<file path="src/rtl/vc_fifo_pkg.sv">
// Shared definitions for the multi-VC FIFO bank: VC limit, default
// geometry and a helper that sizes a VC index for a given channel count.
package vc_fifo_pkg;

   localparam int MAX_VC             = 8;
   localparam int DEFAULT_DATA_WIDTH = 6;
   localparam int DEFAULT_ADDR_WIDTH = 4;

   // Smallest index width able to address num_vc channels (at least 1 bit).
   function automatic int vc_index_width(input int num_vc);
      return (num_vc <= 1) ? 1 : $clog2(num_vc);
   endfunction

endpackage

</file>
<file path="src/rtl/vc_fifo_channel.sv">
// One virtual channel: circular memory, pointers, occupancy counter,
// threshold flags and sticky overflow/underflow bits.
module vc_fifo_channel
   import vc_fifo_pkg::*;
#(
   parameter int DATA_WIDTH = DEFAULT_DATA_WIDTH,
   parameter int ADDR_WIDTH = DEFAULT_ADDR_WIDTH
) (
   input  logic                  clk,
   input  logic                  reset,
   input  logic                  init,
   input  logic                  wr_req,
   input  logic [DATA_WIDTH-1:0] data_in,
   input  logic                  rd_req,
   input  logic [ADDR_WIDTH-1:0] umbral_low,
   input  logic [ADDR_WIDTH-1:0] umbral_high,
   input  logic                  err_clr,
   output logic                  rd_ok,
   output logic [DATA_WIDTH-1:0] rd_word,
   output logic                  full,
   output logic                  empty,
   output logic                  almost_full,
   output logic                  almost_empty,
   output logic                  overflow,
   output logic                  underflow
);

   localparam int                DEPTH   = 2 ** ADDR_WIDTH;
   localparam logic [ADDR_WIDTH:0] DEPTH_C = (ADDR_WIDTH + 1)'(DEPTH);

   logic [DATA_WIDTH-1:0] mem [DEPTH];
   logic [ADDR_WIDTH-1:0] wr_ptr;
   logic [ADDR_WIDTH-1:0] rd_ptr;
   logic [ADDR_WIDTH:0]   cnt;
   logic                  wr_ok;

   // A request is a single-cycle pulse; it is taken in the same cycle when
   // the channel can accept it, otherwise it is dropped and flagged. A write
   // into a full channel is still taken when a read frees a slot this cycle.
   assign full         = (cnt == DEPTH_C);
   assign empty        = (cnt == '0);
   assign rd_ok        = rd_req && !empty;
   assign wr_ok        = wr_req && (!full || rd_ok);
   assign rd_word      = mem[rd_ptr];
   assign almost_full  = (cnt >= (DEPTH_C - {1'b0, umbral_high}));
   assign almost_empty = (cnt <= {1'b0, umbral_low});

   // Storage array; contents are not cleared by reset.
   always_ff @(posedge clk) begin
      if (wr_ok) mem[wr_ptr] <= data_in;
   end

   // Pointers, occupancy and sticky error bits (set wins over clear).
   always_ff @(posedge clk or negedge reset) begin
      if (!reset) begin
         wr_ptr    <= '0;
         rd_ptr    <= '0;
         cnt       <= '0;
         overflow  <= 1'b0;
         underflow <= 1'b0;
      end else if (!init) begin
         wr_ptr    <= '0;
         rd_ptr    <= '0;
         cnt       <= '0;
         overflow  <= 1'b0;
         underflow <= 1'b0;
      end else begin
         if (wr_ok) wr_ptr <= wr_ptr + 1'b1;
         if (rd_ok) rd_ptr <= rd_ptr + 1'b1;
         if (wr_ok && !rd_ok)      cnt <= cnt + 1'b1;
         else if (rd_ok && !wr_ok) cnt <= cnt - 1'b1;
         overflow  <= (wr_req && !wr_ok) || (overflow && !err_clr);
         underflow <= (rd_req && !rd_ok) || (underflow && !err_clr);
      end
   end

endmodule

</file>
<file path="src/rtl/vc_fifo_bank.sv">
// Bank of NUM_VC independent FIFOs behind one shared write port and one
// shared read port. Decodes the VC index per request and registers the
// selected read word.
module vc_fifo_bank
   import vc_fifo_pkg::*;
#(
   parameter int DATA_WIDTH = DEFAULT_DATA_WIDTH,
   parameter int ADDR_WIDTH = DEFAULT_ADDR_WIDTH,
   parameter int NUM_VC     = 2,
   parameter int VC_W       = 3
) (
   input  logic                         clk,
   input  logic                         reset,
   input  logic                         init,
   input  logic                         wr_enable,
   input  logic [VC_W-1:0]              wr_vc,
   input  logic [DATA_WIDTH-1:0]        data_in,
   input  logic                         rd_enable,
   input  logic [VC_W-1:0]              rd_vc,
   input  logic [NUM_VC*ADDR_WIDTH-1:0] umbral_low,
   input  logic [NUM_VC*ADDR_WIDTH-1:0] umbral_high,
   input  logic [NUM_VC-1:0]            err_clr,
   output logic [DATA_WIDTH-1:0]        data_out,
   output logic                         data_valid,
   output logic [NUM_VC-1:0]            full,
   output logic [NUM_VC-1:0]            empty,
   output logic [NUM_VC-1:0]            almost_full,
   output logic [NUM_VC-1:0]            almost_empty,
   output logic [NUM_VC-1:0]            overflow,
   output logic [NUM_VC-1:0]            underflow
);

   logic [NUM_VC-1:0]     rd_ok;
   logic [DATA_WIDTH-1:0] rd_words [NUM_VC];
   logic [DATA_WIDTH-1:0] rd_sel;
   logic                  rd_any;

   // An index >= NUM_VC matches no channel, so such requests vanish silently.
   for (genvar i = 0; i < NUM_VC; i++) begin : g_vc
      vc_fifo_channel #(
         .DATA_WIDTH (DATA_WIDTH),
         .ADDR_WIDTH (ADDR_WIDTH)
      ) u_channel (
         .clk          (clk),
         .reset        (reset),
         .init         (init),
         .wr_req       (wr_enable && (wr_vc == VC_W'(i))),
         .data_in      (data_in),
         .rd_req       (rd_enable && (rd_vc == VC_W'(i))),
         .umbral_low   (umbral_low[i*ADDR_WIDTH +: ADDR_WIDTH]),
         .umbral_high  (umbral_high[i*ADDR_WIDTH +: ADDR_WIDTH]),
         .err_clr      (err_clr[i]),
         .rd_ok        (rd_ok[i]),
         .rd_word      (rd_words[i]),
         .full         (full[i]),
         .empty        (empty[i]),
         .almost_full  (almost_full[i]),
         .almost_empty (almost_empty[i]),
         .overflow     (overflow[i]),
         .underflow    (underflow[i])
      );
   end

   // Select the word of the channel whose read was accepted (at most one).
   always_comb begin
      rd_sel = '0;
      rd_any = |rd_ok;
      for (int i = 0; i < NUM_VC; i++) begin
         if (rd_ok[i]) rd_sel = rd_words[i];
      end
   end

   // Read output register: valid for exactly one cycle per accepted read.
   always_ff @(posedge clk or negedge reset) begin
      if (!reset) begin
         data_out   <= '0;
         data_valid <= 1'b0;
      end else if (!init) begin
         data_out   <= '0;
         data_valid <= 1'b0;
      end else begin
         data_out   <= rd_any ? rd_sel : '0;
         data_valid <= rd_any;
      end
   end

endmodule
</file>
<file path="config.mk">
export PLATFORM = sky130hd
export DESIGN_NAME = vc_fifo_bank
export DESIGN_NICKNAME = d
export VERILOG_FILES = /design/src/rtl/vc_fifo_pkg.sv /design/src/rtl/vc_fifo_channel.sv /design/src/rtl/vc_fifo_bank.sv
export SDC_FILE = /design/constraint.sdc
export NUM_CORES = 1
export LEC_CHECK = 0
export CELL_PAD_IN_SITES_DETAIL_PLACEMENT = 0
export CELL_PAD_IN_SITES_GLOBAL_PLACEMENT = 1
export CORE_MARGIN = 8
export CORE_UTILIZATION = 50
export CTS_BUF_LIST = sky130_fd_sc_hd__clkbuf_4 sky130_fd_sc_hd__clkbuf_8
export DETAILED_ROUTE_END_ITERATION = 12
export PLACE_DENSITY = 0.85
export SLEW_MARGIN = 40
export SYNTH_ARGS = -nofsm -noshare
export SYNTH_HDL_FRONTEND = slang
export SYNTH_SLANG_ARGS = --single-unit
</file>
<file path="constraint.sdc">
create_clock -name clk -period 4.5 [get_ports clk]
set_input_delay 0.9 -clock clk [delete_from_list [all_inputs] [get_ports clk]]
set_output_delay 0.9 -clock clk [all_outputs]
set_load 0.1 [all_outputs]
</file>
Yosys cells after proc, flatten, opt, wreduce, memory -nomap -nowiden:

Memories as Yosys holds them, arrays and structs flattened.
Cells that the tools add are included.

* bits in registers: 37
* bits in writable memories: 192
* input bits: 35
* word-level logic and storage cells: 106
* memories: 2

* add/subtract/negate cells: 10
* $lt $le $gt $ge: 4
* equal/unequal tests: 10
* multiplexer cells: 27
* reductions and logical operators: 41

Memory list
* g_vc[0].u_channel.mem: depth 16, width 6, read ports 1, clocked after Yosys merged registers in 0, wr ports 1, line vc_fifo_channel.sv:31 `logic [DATA_WIDTH-1:0] mem [DEPTH];`
* g_vc[1].u_channel.mem: depth 16, width 6, read ports 1, clocked after Yosys merged registers in 0, wr ports 1, line vc_fifo_channel.sv:31

Operator list (number)
* 4-bit two-way mux: 8
* 5-bit two-way mux: 6
* 6-bit two-way mux: 4
* 1-bit logical AND: 20
* 4-bit by 1-bit adder with 4-bit output (second input constant): 4
* 5-bit by 1-bit adder with 5-bit output (second input constant): 2
* 5-bit equality test (second input constant): 2
* 5-bit greater-or-equal comparator: 2
* 5-bit by 4-bit less-or-equal comparator with 1-bit output: 2
* 1-bit logical NOT: 10
* 5-bit logical NOT: 2
* 5-bit by 1-bit subtractor with 5-bit output (second input constant): 2
* 5-bit by 4-bit subtractor with 5-bit output (first input constant): 2
* 1-bit two-way mux: 9
* 2-bit by 1-bit != test with 1-bit output (second input constant): 4
* 3-bit by 1-bit equality test with 1-bit output (second input constant): 2
* 3-bit logical NOT: 2
* 1-bit logical OR: 6
* 3-bit by 1-bit != test with 1-bit output (second input constant): 2
* 2-bit OR reduction: 1

Longest topological paths before layout:

Gate-level depths: netlist (run 1).

* depth after elaboration: 10
* gate-level depth with buffers: 9
* depth with buffers taken out: 9

Cells and area by module:

Synthesis (run 1) repeated with hierarchy kept, for this count alone.

* cell total of the unflattened synthesis: 638
* area total of the unflattened synthesis: 10376.2 µm²

Modules (own cells, without submodules)
* vc_fifo_channel at g_vc[0].u_channel: times used 1, cells an instance 308, area an instance 5029.8 µm²
* vc_fifo_channel at g_vc[1].u_channel: times used 1, cells an instance 308, area an instance 5026.1 µm²
* vc_fifo_bank: times used 1, cells an instance 22, area an instance 320.3 µm²

Worst setup path before layout (run 1):

No wires, ideal clock.

* kind: input-to-reg
* start: in wr_vc[1]
* end: reg g_vc[0].u_channel.cnt[4]
* setup time: 124 ps
* data arrival time: 3277 ps
* required time: 4376 ps
* path slack: 1099 ps
* cell stages on the path: 8
* path buffers: 0
* cell sequence: nor4b_1 > o211ai_1 > fa_1 > a21o_1 > a21oi_1 > nor2_1 > o21a_1 > o31a_1

* word-level cells in the longest chain between the ends: 6
* elaborated cells between the ends (all ways): 9

Ends and longest elaborated chain
* from (decl): line vc_fifo_bank.sv:16 `input logic [VC_W-1:0] wr_vc,`
* 3-bit logical NOT (*): line vc_fifo_bank.sv:47 `.wr_req (wr_enable && (wr_vc == VC_W'(i))),`
* 1-bit logical AND (*): line vc_fifo_bank.sv:47
* 1-bit logical AND (*): line vc_fifo_channel.sv:43 `assign wr_ok = wr_req && (!full || rd_ok);`
* 1-bit logical NOT / 1-bit logical AND (equally long branches): line vc_fifo_channel.sv:71, vc_fifo_channel.sv:70
* 1-bit logical AND / 5-bit two-way mux (equally long branches): line vc_fifo_channel.sv:71, vc_fifo_channel.sv:70
* 3-bit by 1-bit != test with 1-bit output (no source line) / 5-bit two-way mux (equally long branches)
* to (signal assigned): line vc_fifo_channel.sv:70 `if (wr_ok && !rd_ok) cnt <= cnt + 1'b1;`
* to (signal assigned): line vc_fifo_channel.sv:71 `else if (rd_ok && !wr_ok) cnt <= cnt - 1'b1;`
* to (decl): line vc_fifo_channel.sv:34 `logic [ADDR_WIDTH:0] cnt;`

Every way passes the cells marked *; elsewhere a longest branch is shown, timed or not.
A chain may end at the register's enable or synchronous reset.

Final worst setup path (run 1):

* start: in umbral_high[4]
* end: out almost_full[1]

* word-level cells in the longest chain between the ends: 2

Ends and longest elaborated chain
* from (decl): line vc_fifo_bank.sv:21 `input logic [NUM_VC*ADDR_WIDTH-1:0] umbral_high,`
* 5-bit by 4-bit subtractor with 5-bit output: line vc_fifo_channel.sv:45 `assign almost_full = (cnt >= (DEPTH_C - {1'b0, umbral_high}));`
* 5-bit greater-or-equal comparator: line vc_fifo_channel.sv:45
* to (decl): line vc_fifo_bank.sv:27 `output logic [NUM_VC-1:0] almost_full,`

Every way passes these cells.

==> impl_metrics.py, run 1 <==
metrics = {
    "timing": {
        "worst_pin_slew_ps": 753,
        "setup_violations": 0,
        "max_clock_freq_mhz": 272,
        "hold_viol": 0,
        "period_share_pct": 81.7,
        "setup_tns_ps": 0,
        "rsz0062_at_grt": "false",
        "slew_headroom_pct": 49.3,
        "slew_viol_final": 0,
        "fin_skew_ps": 27.3,
        "fin_crit_ps": 3680,
    },
    "critical_path": {
        "cp-end-kind": "output port",
        "required_ps": 3600,
        "cp_slowest_cell": "clkdlybuf4s50_1",
        "arrival_ps": 2780,
        "rr_worst_depth": 9,
        "reg2reg_slack_ps": 1450,
        "path_common_cell": "ha_1",
        "r2r_start": "g_vc[0].u_channel.cnt[1]$_DFFE_PN0P_",
        "regToRegEndpoint": "g_vc[0].u_channel.cnt[4]$_DFFE_PN0P_",
        "crit_chain": "clkdlybuf4s50_1 > inv_1 > ha_1 > xor2_1 > ha_1 > nor2b_1 > o21ai_0 > a21oi_1 > buf_12",
        "critPathMaxFanout": 3,
        "crit_path_max_incr_delay_ps": 510,
        "start_kind": "input pin",
        "path_class": "input pin to output port",
    },
    "floorplanning": {
        "die_y_um": 160,
        "io_pins": 54,
        "rows": 52,
        "die_width_um": 160,
        "core_sq_um": 20200,
        "initial_utilization_pct": 51.0,
        "die_area_sq_um": 25500,
    },
    "clock_network": {
        "clk_latency_ps": 540,
        "numCtsBuffers": 37,
        "cts_tree": "yes",
        "clk_path_buf_depth": 3,
        "hold_buffers": 0,
        "clk_pin_slew_ps": 60,
        "h-tree-depth": 2,
        "cts_root_buf": "clkbuf_8",
        "cts_sinks": 229,
        "ctsResizeCount": 0,
        "post_cts_buffers": 0,
    },
    "status": {
        "outcome": "finished clean",
    },
    "placed_design": {
        "place_congestion": 0.788,
        "portBuffers": 53,
        "postPlaceCellArea_sq_um": 11000,
        "dp.cells": 951,
        "dp_hpwl_um": 13800,
    },
    "global_routing": {
        "grt_pass1_vias": 6079,
        "antenna_found_initial": 0,
        "grt_overflow": 0,
        "grt_max_degree": 38,
        "grt_pass1_wl_um": 32900,
        "grt_use_total_pct": 16.2,
    },
    "worst_hold_path": {
        "hp-class": "input pin to async pin",
    },
    "pwr": {
        "cellLeakagePower_uw": 0.00420,
        "ir_worst_vdd_mv": 0.439,
        "p_per_area_nw_per_um2": 433,
        "power_uw": 5060,
    },
    "routing": {
        "wirelength_um": 20600,
        "vias": 5765,
        "post_drt_wl_per_cell_um": 20.2,
        "vias_per_cell": 5.66,
        "drc": 0,
        "ant_nets": 0,
        "drt_iter0_markers": 346,
        "firstDrtPassIters": 5,
    },
    "cells_and_area": {
        "antenna_cells": 0,
        "final_cell_mix": "edfxtp_1 (192), mux4_2 (40), ha_1 (38), clkbuf_8 (38), inv_1 (34)",
        "design_area_sq_um": 11700,
        "nFillCells": 1473,
        "fin_nets": 795,
        "final_cells": 1018,
        "final_common_cell": "edfxtp_1",
        "drive_gt1_share_pct": 21.1,
        "area_delta_synth_final_pct": 13.3,
        "fin_util_pct": 57.8,
    },
    "yosys": {
        "seq_area_frac_synth_pct": 64.8,
        "synth_area_per_cell_sq_um": 15.8,
        "synth-async-reset-ratio_pct": 16.2,
        "ys_ff_latch": 229,
        "yosysWarningCount": 0,
        "synthCells": 652,
        "synth_top_flop_cell": "edfxtp_1",
        "synthDistinctLibCells": 48,
        "syn_nets": 727,
        "netlist_area_sq_um": 10300,
        "synth_edf_count": 192,
    },
    "job": {
        "drv_cap": 0,
    },
}
## Yosys cell counts (all sizes together), types with 8 or more instances
library cell	n	area, sq um
ha	38	475
mux4	44	1010
and2	25	156
nor3	21	105
dfrtp	37	926
o22ai	15	93.8
mux2i	25	250
a21oi	19	106
nand2	24	92.6
nor2	31	116
mux2	8	90.1
buf	23	149
edfxtp	192	5770
clkbuf	15	56.3
inv	34	128
nor2b	12	75.1
xnor2	10	87.6
xor2	8	70.1
nand2b	8	50.1
## stage by stage
stage,worst slack [ps],hold WS [ps]
after global routing,696,370
after CTS,800,349
after detailed placement,610,632
final,822,354
after floorplan,1100,569
after global placement,759,592
## routing by layer
metal  GRT usage [%]  up-vias  part of all wire, %
li1                -     2618                    -
met5               0        -                    0
met2            26.1      210                   48
met3            3.21       36                  6.4
met4            5.53        0                  1.9
met1            21.6     2901                   44
## how the worst max path moves through the flow
stage	startpoint	to	cells past startpoint
floorplan	wr_vc[1]	g_vc[0].u_channel.cnt[4]$_DFFE_PN0P_	8
global placement	rd_vc[0]	g_vc[0].u_channel.cnt[4]$_DFFE_PN0P_	10
detailed placement	rd_vc[0]	g_vc[0].u_channel.cnt[4]$_DFFE_PN0P_	10
CTS	umbral_high[4]	almost_full[1]	9
global route	umbral_high[0]	almost_full[0]	9
finish	umbral_high[4]	almost_full[1]	9
## kinds of logic (layout without fill, tap and decap cells)
kind of cell,Yosys count,after routing,share of synthesized area [%]
flops,229,229,64.8
simple gates,152,152,8.17
mux,77,77,13.0
buf+inv,72,168,3.23
compound gates,64,64,4.20
fa+ha+maj,40,40,5.00
xor+xnor,18,18,1.53
## worst max-delay path, delay by kind of cell
kind                     cells  cell delay (ps)
XOR/XNOR                     1              160
AND/OR/NAND/NOR              1              120
AO/OA/AOI/OAI                2              330
adder cells (fa/ha/maj)      2              500
buffers and inverters        3              790
## state kept, by name, summed over array words and instances, names as in the netlist
| register | count |
|---|---|
| g_vc.u_channel.mem | 192 |
| g_vc.u_channel.overflow | 2 |
| g_vc.u_channel.cnt | 10 |
| g_vc.u_channel.rd_ptr | 8 |
| g_vc.u_channel.wr_ptr | 8 |
| g_vc.u_channel.underflow | 2 |
| data_out | 6 |
| data_valid | 1 |
## power breakdown
part | switching [uW] | internal, uW
clock | 807 | 872
combinational | 636 | 309
sequential | 94.2 | 2340
## layout make-up
type / count / area (sq um) / area share [%]
clock inverters: 20 / 103 / 0.878
repair buffers: 67 / 533 / 4.56
inverters: 34 / 128 / 1.09
well taps: 270 / 338 / 2.89
multi-input cells: 351 / 3300 / 28.2
flip-flops and latches: 229 / 6700 / 57.3
clock buffers: 47 / 591 / 5.05
(Power assumes the default switching activity.)
==> run 2, diff against run 1 <==
--- a/config.mk
+++ b/config.mk
@@ -8,7 +8,7 @@
 export CELL_PAD_IN_SITES_DETAIL_PLACEMENT = 0
 export CELL_PAD_IN_SITES_GLOBAL_PLACEMENT = 1
 export CORE_MARGIN = 8
-export CORE_UTILIZATION = 50
+export CORE_UTILIZATION = 48
 export CTS_BUF_LIST = sky130_fd_sc_hd__clkbuf_4 sky130_fd_sc_hd__clkbuf_8
 export DETAILED_ROUTE_END_ITERATION = 12
 export PLACE_DENSITY = 0.85
==> constraint.sdc (replaced) <==
create_clock -name clk -period 3 [get_ports clk]
set_input_delay 0.6 -clock clk [delete_from_list [all_inputs] [get_ports clk]]
set_output_delay 0.6 -clock clk [all_outputs]
set_load 0.1 [all_outputs]
==> impl_metrics.py, run 2 (synthesis gave the netlist of run 1 again) <==
metrics = {
    "routing": {
        "wirelength_um": 21000,
        "drc": 0,
        "vias_per_cell": 5.55,
        "drt_iter0_markers": 357,
        "firstDrtPassIters": 5,
        "vias": 5927,
        "post_drt_wl_per_cell_um": 19.6,
        "ant_nets": 0,
    },
    "timing": {
        "setup_violations": 0,
        "slew_headroom_pct": 53.6,
        "rsz0062_at_grt": "false",
        "setup_tns_ps": 0,
        "fin_crit_ps": 2880,
        "worst_pin_slew_ps": 696,
        "hold_viol": 0,
        "max_clock_freq_mhz": 347,
        "period_share_pct": 96.1,
        "fin_skew_ps": 27.7,
        "slew_viol_final": 0,
    },
    "global_routing": {
        "grt_overflow": 0,
        "grt_use_total_pct": 16.2,
        "grt_pass1_wl_um": 33700,
        "grt_pass1_vias": 6426,
        "antenna_found_initial": 0,
        "grt_max_degree": 38,
    },
    "critical_path": {
        "worst_path_dominant_cell_family": "buffers and inverters",
        "cp-end-kind": "output port",
        "r2r_start": "g_vc[0].u_channel.cnt[1]$_DFFE_PN0P_",
        "cp_slowest_cell": "clkdlybuf4s50_1",
        "required_ps": 2400,
        "path_class": "input pin to output port",
        "crit_chain": "clkdlybuf4s50_1 > inv_1 > ha_1 > nor2b_1 > o21a_1 > o21ai_0 > nand2b_1 > a21oi_2 > buf_12",
        "arrival_ps": 2280,
        "crit_path_max_incr_delay_ps": 450,
        "start_kind": "input pin",
        "critPathMaxFanout": 2,
        "worst-path-buf-inv": 3,
        "startpoint": "umbral_low[1]",
    },
    "clock_network": {
        "h-tree-depth": 2,
        "numCtsBuffers": 36,
        "clk_path_buf_depth": 3,
        "cts_root_buf": "clkbuf_8",
        "hold_buffers": 0,
        "cts_sinks": 229,
        "clk_pin_slew_ps": 60,
        "post_cts_buffers": 0,
        "clk_latency_ps": 530,
        "cts_tree": "yes",
    },
    "cells_and_area": {
        "fin_nets": 840,
        "final_cell_mix": "edfxtp_1 (192), buf_4 (76), mux4_2 (40)",
        "largest_reg_flops": 192,
        "area_delta_synth_final_pct": 18.4,
        "drive_gt1_share_pct": 26.2,
        "nFillCells": 1579,
        "top_regs": "g_vc.u_channel.mem (192), g_vc.u_channel.cnt (10)",
        "final_common_cell": "edfxtp_1",
        "regMostFlops": "g_vc.u_channel.mem",
        "antenna_cells": 0,
    },
    "placed_design": {
        "place_congestion": 0.784,
        "portBuffers": 53,
        "dp_hpwl_um": 14200,
    },
    "floorplanning": {
        "io_pins": 54,
        "initial_utilization_pct": 48.9,
        "die_area_sq_um": 26400,
        "rows": 53,
        "core_sq_um": 21100,
        "die_y_um": 163,
        "die_width_um": 163,
    },
    "pwr": {
        "ir_worst_vdd_mv": 0.704,
        "cellLeakagePower_uw": 0.00450,
        "p_per_area_nw_per_um2": 647,
        "power_uw": 7910,
    },
    "status": {
        "outcome": "finished clean",
    },
    "worst_hold_path": {
        "hp-class": "input pin to async pin",
    },
    "job": {
        "drv_cap": 0,
    },
}
## run 2: cell types whose count changed in the layout (fill, tap and decap cells not counted), moves of 3 or more
| cell | delta |
|---|---|
| buf_4 | +57 |
| buf_2 | -20 |
| a21oi_1 | -5 |
| a21oi_2 | +5 |
| dlymetal6s2s_1 | +4 |
| buf_12 | +3 |
| clkbuf_4 | +3 |
| clkinv_2 | -3 |
| o21ai_0 | -3 |
## run 2: what timing repair did
| item | 4_1_cts | 5_1_grt |
|---|---|---|
| resized for setup | 2 | 16 |
| pin swaps | 0 | 4 |
| endpoints found under the setup margin | 2 | 4 |
## run 2: metrics by stage
stage | setup WS (ps) | instance area (sq um) | util (%) | cells | hold WS [ps]
after floorplan | 23.8 | 10300 | - | 652 | 304
after global placement | -134 | 11500 | 54.3 | 1002 | 593
after detailed placement | -213 | 11500 | 54.3 | 1002 | 619
after CTS | -39.2 | 12200 | 57.8 | 1068 | 48.5
after global routing | 7.46 | 12200 | 58.0 | 1068 | 70.9
final | 117 | 12200 | 58.0 | 1068 | 53.6
## run 2: cell type report
class | instances | area, sq um | area share (%)
inverter | 34 | 128 | 1.04
timing repair buffer | 113 | 991 | 8.11
clock buffer | 49 | 599 | 4.90
multi-input combinational | 351 | 3350 | 27.4
sequential | 229 | 6690 | 54.8
tap | 275 | 344 | 2.82
clock inverter | 17 | 120 | 0.983
## run 2: power by group
| group | switching [uW] | internal (uW) | leakage [uW] |
|---|---|---|---|
| Sequential | 125 | 3510 | 0.00223 |
| Clock | 1190 | 1410 | 0.000375 |
| Combinational | 1040 | 649 | 0.00190 |
## run 2: path summary, 6_finish.rpt
check,cells after the start,slack [ps],to
min in group clk,2,650,g_vc[0].u_channel.underflow$_DFF_PN0_
min,1,50,data_out[2]$_DFF_PN0_
max,9,120,almost_empty[0]
min reg2reg,2,650,g_vc[0].u_channel.underflow$_DFF_PN0_
max in group asynchronous,1,2570,g_vc[0].u_channel.rd_ptr[0]$_DFFE_PN0P_
max reg2reg,9,350,g_vc[0].u_channel.cnt[4]$_DFFE_PN0P_
## run 2: per-layer routing
layer,track usage [%],vias to the layer above,share of wire [%]
li1,-,2706,-
met1,20.9,2963,42
met2,26.4,217,48
met3,3.82,41,7.0
met4,6.01,0,2.5
met5,0,-,0
